$ cat config.mk
export PLATFORM = sky130hd
export DESIGN_NAME = leds_mmio_flat
export DESIGN_NICKNAME = d
export VERILOG_FILES = /design/src/rtl/leds_pkg.sv /design/src/rtl/leds_mmio_if.sv /design/src/rtl/leds_mmio_blink_timer.sv /design/src/rtl/leds_mmio.sv /design/src/flat_wrapper.sv
export SDC_FILE = /design/constraint.sdc
export NUM_CORES = 1
export LEC_CHECK = 0
export BUFFER_PORTS_ARGS = -buffer_cell sky130_fd_sc_hd__buf_4
export CORE_ASPECT_RATIO = 0.6
export CORE_MARGIN = 4
export CORE_UTILIZATION = 46
export DETAILED_ROUTE_END_ITERATION = 10
export PLACE_DENSITY = 0.8
export SETUP_SLACK_MARGIN = 0.02
export SLEW_MARGIN = 20
export SYNTH_ARGS = -nofsm -noshare
export SYNTH_HDL_FRONTEND = slang
export SYNTH_HIERARCHICAL = 1
export SYNTH_SLANG_ARGS = --single-unit
$ cat constraint.sdc
create_clock -name ledclk -period 1.27 [get_ports ledclk]
set_input_delay 0.0635 -clock ledclk [delete_from_list [all_inputs] [get_ports ledclk]]
set_output_delay 0.0635 -clock ledclk [all_outputs]
set_load 0.05 [all_outputs]
$ cat src/rtl/leds_pkg.sv
// Shared constants for the LED output peripheral: register addresses and default sizing.
package leds_pkg;

  typedef enum logic [1:0] {
    LED_ADDR_LO     = 2'b00,
    LED_ADDR_BLK_LO = 2'b01,
    LED_ADDR_HI     = 2'b10,
    LED_ADDR_BLK_HI = 2'b11
  } led_addr_e;

  localparam int LED_W_DEF     = 24;
  localparam int BLINK_DIV_DEF = 5000000;

endpackage

$ cat src/rtl/leds_mmio_if.sv
// CPU-side access port of the LED peripheral, as presented by the memorio decoder.
interface leds_mmio_if;
  logic        ledcs;
  logic        ledwrite;
  logic        ledread;
  logic [1:0]  ledaddr;
  logic [15:0] ledwdata;
  logic [31:0] ledrdata;
  logic        ledack;

  modport master (
    output ledcs, ledwrite, ledread, ledaddr, ledwdata,
    input  ledrdata, ledack
  );

  modport slave (
    input  ledcs, ledwrite, ledread, ledaddr, ledwdata,
    output ledrdata, ledack
  );
endinterface

$ cat src/rtl/leds_mmio_blink_timer.sv
// Free-running blink prescaler: phase toggles every DIV falling edges of clk, starting at 1.
module blink_timer #(
  parameter int DIV = 5000000
) (
  input  logic clk,
  input  logic rst,
  output logic phase
);

  localparam int CW = (DIV > 2) ? $clog2(DIV) : 1;

  logic [CW-1:0] cnt;

  always_ff @(negedge clk or posedge rst) begin
    if (rst) begin
      cnt   <= '0;
      phase <= 1'b1;
    end else if (cnt == CW'(DIV - 1)) begin
      cnt   <= '0;
      phase <= ~phase;
    end else begin
      cnt   <= cnt + 1'b1;
    end
  end

endmodule

$ cat src/rtl/leds_mmio.sv
// Memory-mapped LED output register block with registered readback and access ack.
// Define LEDS_BLINK_EN to build the per-LED blink mask and prescaler.
module leds_mmio
  import leds_pkg::*;
#(
  parameter int LED_W     = LED_W_DEF,
  parameter int BLINK_DIV = BLINK_DIV_DEF
) (
  input  logic             ledclk,
  input  logic             switrst,
  leds_mmio_if.slave       bus,
  output logic [LED_W-1:0] led_o
);

  if (LED_W < 17 || LED_W > 32 || BLINK_DIV < 2) begin : g_param_chk
    $error("leds_mmio: LED_W must be 17..32 and BLINK_DIV >= 2");
  end

  logic             wr_en;
  logic             rd_en;
  logic [31:0]      rd_val;
  logic [LED_W-1:0] led_reg;

  assign wr_en = bus.ledcs && bus.ledwrite;
  assign rd_en = bus.ledcs && bus.ledread;

`ifdef LEDS_BLINK_EN
  logic [LED_W-1:0] blink_mask;
  logic             phase;

  blink_timer #(.DIV(BLINK_DIV)) u_blink_timer (
    .clk   (ledclk),
    .rst   (switrst),
    .phase (phase)
  );

  always_ff @(negedge ledclk or posedge switrst) begin
    if (switrst) begin
      blink_mask <= '0;
    end else if (wr_en) begin
      if (bus.ledaddr == LED_ADDR_BLK_LO)
        blink_mask[15:0] <= bus.ledwdata;
      if (bus.ledaddr == LED_ADDR_BLK_HI)
        blink_mask[LED_W-1:16] <= bus.ledwdata[LED_W-17:0];
    end
  end

  // Masked LEDs go dark during the low half of the blink period.
  assign led_o = led_reg & ~(blink_mask & {LED_W{~phase}});
`else
  assign led_o = led_reg;
`endif

  always_comb begin
    rd_val = '0;
    case (bus.ledaddr)
      LED_ADDR_LO: rd_val[15:0]       = led_reg[15:0];
      LED_ADDR_HI: rd_val[LED_W-17:0] = led_reg[LED_W-1:16];
`ifdef LEDS_BLINK_EN
      LED_ADDR_BLK_LO: rd_val[15:0]       = blink_mask[15:0];
      LED_ADDR_BLK_HI: rd_val[LED_W-17:0] = blink_mask[LED_W-1:16];
`endif
      default: rd_val = '0;
    endcase
  end

  // Readback samples the pre-write register value when read and write coincide.
  always_ff @(negedge ledclk or posedge switrst) begin
    if (switrst) begin
      led_reg      <= '0;
      bus.ledrdata <= '0;
      bus.ledack   <= 1'b0;
    end else begin
      bus.ledack <= wr_en || rd_en;
      if (rd_en)
        bus.ledrdata <= rd_val;
      if (wr_en && bus.ledaddr == LED_ADDR_LO)
        led_reg[15:0] <= bus.ledwdata;
      if (wr_en && bus.ledaddr == LED_ADDR_HI)
        led_reg[LED_W-1:16] <= bus.ledwdata[LED_W-17:0];
    end
  end

endmodule

$ cat src/flat_wrapper.sv
// flat-port wrapper written by rule: the top's interface ports become plain ports
module leds_mmio_flat import leds_pkg::*;
#(
  parameter int LED_W     = LED_W_DEF,
  parameter int BLINK_DIV = BLINK_DIV_DEF
)
  (ledclk, switrst, led_o, bus_ledcs, bus_ledwrite, bus_ledread, bus_ledaddr, bus_ledwdata, bus_ledrdata, bus_ledack);
  leds_mmio_if bus_i ();
  input  logic ledclk;
  input  logic switrst;
  output logic [LED_W-1:0] led_o;
  input wire logic [$bits(bus_i.ledcs)-1:0] bus_ledcs;
  input wire logic [$bits(bus_i.ledwrite)-1:0] bus_ledwrite;
  input wire logic [$bits(bus_i.ledread)-1:0] bus_ledread;
  input wire logic [$bits(bus_i.ledaddr)-1:0] bus_ledaddr;
  input wire logic [$bits(bus_i.ledwdata)-1:0] bus_ledwdata;
  output wire logic [$bits(bus_i.ledrdata)-1:0] bus_ledrdata;
  output wire logic [$bits(bus_i.ledack)-1:0] bus_ledack;
  assign bus_i.ledcs = bus_ledcs;
  assign bus_i.ledwrite = bus_ledwrite;
  assign bus_i.ledread = bus_ledread;
  assign bus_i.ledaddr = bus_ledaddr;
  assign bus_i.ledwdata = bus_ledwdata;
  assign bus_ledrdata = bus_i.ledrdata;
  assign bus_ledack = bus_i.ledack;
  leds_mmio #(.LED_W(LED_W), .BLINK_DIV(BLINK_DIV)) u_core (.ledclk(ledclk), .switrst(switrst), .bus(bus_i), .led_o(led_o));
endmodule
==> impl_results.md <==
- DR WL/cell: about 19 um
- Area Growth Syn to Fin: 76.0%
- Worst-path cell chain: buf_6
- Worst EP arrival: 1580 ps
- Antenna cell count: 0
- NumNets Final: 270
- Syn Area/Cell: 15.1 um^2
- Final worst slack: -371 ps
- WL final: between 5000 and 6000 um
- HP Class: input port to asynchronous set/reset pin
- Row count: 17
- Worst setup path class: register to primary output
- GP Congestion: just over 0.7
- Number of port buffers: 63
- Pin count of the biggest net entering global routing: 42
- Clk pwr share: 0.200
- Top-count cell post-synth: dfrtn_1
- Placed cell area: 2540 um^2
- Internal power: 3.40 mW
- CP startpoint kind: register
- Post-synth EDFFs: 0
- Hold_buf cts: 0
- Reg2reg end: u_core/led_o[0]
- Delay-heaviest family, CP: flip-flops
- Post-Layout Inst Area: 3140 um^2
- Mapped Area: 1790 um^2
- Vert. Die Dim: 56.3 um
- Post-synth top cells: dfrtn_1, buf_4, mux2_2
- Leakage power total: 1.62 nW
- WL met2: 2780 um
- Sequential power share: 0.321
- Status: finished with violations
- DIE AREA: between 4000 and 5000 um^2
- Switching share of total power: 0.381
- Synth unique cells: 19
- Setup violations, final: 73
- Maxcap violations: 0
- Vias in the first global route: 1603
- CTS tree: yes
- Clock skew: 3.35 ps
- First-pass GRT wire length: 8650 um
- Power density cells: around 1700 nW/um^2
- Net switching power: 2.09 mW
- 1st-pass router iterations: 4
- Top Layer Used: met4
- Crit-path max FO: 2
- Clk_lat worst skew: 300 ps
- Initial antenna violation count: 0
- Top_reg_cell synth: dfrtn_1
- Sequential area share after synthesis: 0.575
- Drt drc: 0
- Crit path from: u_core/bus.ledrdata[6]
- Final ANT Viol Nets: 0
- RSZ-0062 raised after global routing: true
- Critical path's slowest cell: dfrtn_1
- CP Capture Type: primary output
- Max clock buf depth: 2
- Num CTS Buffers: 5
- Reg2reg setup slack: roughly 100 ps
- Synth Register Bits: between 40 and 50
- Clock Pin Slew Worst Setup and Hold Paths: ~50 ps
- R2r startpoint: u_core/led_o[0]
- Async S/R FF share, synth: 1.00
- Req. time, crit path: about 1200 ps
- Violated checks: setup timing
- WP depth: 1
- Number of hold violations in the final report: 0
- Fill count: 173
- H-tree depth: 2
- Share of cells above drive strength 1: 0.673
- R2R cell count: 4
- Die width: 88.4 um
- Ranking of synthesized cells by area: dfrtn_1, mux2_2, mux2_4
- Top cell type's share of synthesized area: 0.575
- VDD IR max: approximately 0.0011 V
- Total Routing Usage GR: 0.236
- Overflow after GRT: 0
- I/O pins: 80
- Total power: ~5.5 mW
- Largest stage delay, worst path: 470 ps
- Final HPWL DP: approximately 3400 um
- Core area: between 3000 and 4000 um^2
- Vias: 1450
- Post-synthesis cell count: between 100 and 150
- Initial Util: 0.482
- Clock Root Buffer: clkbuf_8
- Logic pwr share: 0.479
- Routed met3 length: ~350 um
- Routed metal-1 wirelength: roughly 2400 um
- Pins Over Slew Limit: 0
- Yosys Warn Count: 6
- Critical path buffers and inverters: 1
- Sink Count: 41
- Post-synth top area cell: dfrtn_1
- Vias per inst: 4.92
- DRT iter0 DRCs: 36
[power by group through the flow]
stage | Combinational, mW | Sequential, mW | Clock, mW
after floorplan | 0.497 | 2.59 | 0
after global placement | 2.09 | 1.73 | 0
after detailed placement | 2.14 | 1.74 | 0
after CTS | 2.50 | 1.76 | 1.11
after global routing | 2.73 | 1.79 | 1.18
final | 2.63 | 1.77 | 1.10
[timing repair]
| item | 4_1_cts | 5_1_grt |
|---|---|---|
| pin swaps | 2 | 3 |
| setup buffers | 18 | 14 |
| gates resized for setup | 62 | 7 |
| endpoints found under the setup margin | 77 | 77 |
| cloned | 1 | 0 |
[layout by cell type (no fill, tap or decap), drive strengths merged, types with 7 or more instances in the layout]
cell type,n
clkbuf,7
mux2,24
conb,16
mux2i,8
a22o,8
o2bb2ai,8
dfrtn,41
buf,128
[metal layers]
| metal | vias to the layer above | GRT usage |
|---|---|---|
| li1 | 654 | - |
| met1 | 726 | 0.298 |
| met2 | 61 | 0.380 |
| met3 | 9 | 0.0645 |
| met4 | 0 | 0.0970 |
| met5 | - | 0 |
[cells by family (layout without fill, tap and decap cells)]
group / after synthesis / count (layout) / share of synthesized area
AOI/OAI and AO/OA: 17 / 17 / 0.0827
muxes: 32 / 32 / 0.217
buffers and inverters: 22 / 137 / 0.0960
DFF: 41 / 41 / 0.575
other: 1 / 16 / 0.00210
and+or+nand+nor: 5 / 5 / 0.0273
[stage by stage]
stage / TNS (ps) / hold WS (ps) / setup WS [ps] / cells / util
floorplan: -11980 / 573 / -403 / 133 / -
global placement: -18420 / 447 / -527 / 257 / 0.686
detailed placement: -19310 / 436 / -549 / 257 / 0.686
CTS: -18150 / 337 / -369 / 284 / 0.824
global route: -19620 / 351 / -395 / 295 / 0.849
finish: -18200 / 335 / -371 / 295 / 0.849
[cell type report]
cell class	instances	area, um^2	share of cell area
Clock buffer	7	86.3	0.0275
Clock inverter	1	30.0	0.00955
Inverter	1	7.51	0.00239
Multi-Input combinational cell	70	724	0.230
Sequential cell	41	1030	0.326
Tap cell	47	58.8	0.0187
Timing Repair Buffer	128	1210	0.385
[how the worst max path moves through the flow]
| stage | end |
|---|---|
| floorplan | u_core/led_o[0] |
| global route | bus_ledrdata[6] |
| detailed placement | u_core/led_o[11] |
| finish | bus_ledrdata[6] |
| CTS | bus_ledrdata[6] |
| global placement | u_core/led_o[15] |
[registers in the layout, indices dropped and copies added (netlist names)]
| register | count |
|---|---|
| u_core/bus.ledack | 1 |
| u_core/bus.ledrdata | 16 |
| u_core/led_o | 24 |
Note: power is estimated with default switching activity, not from simulation.
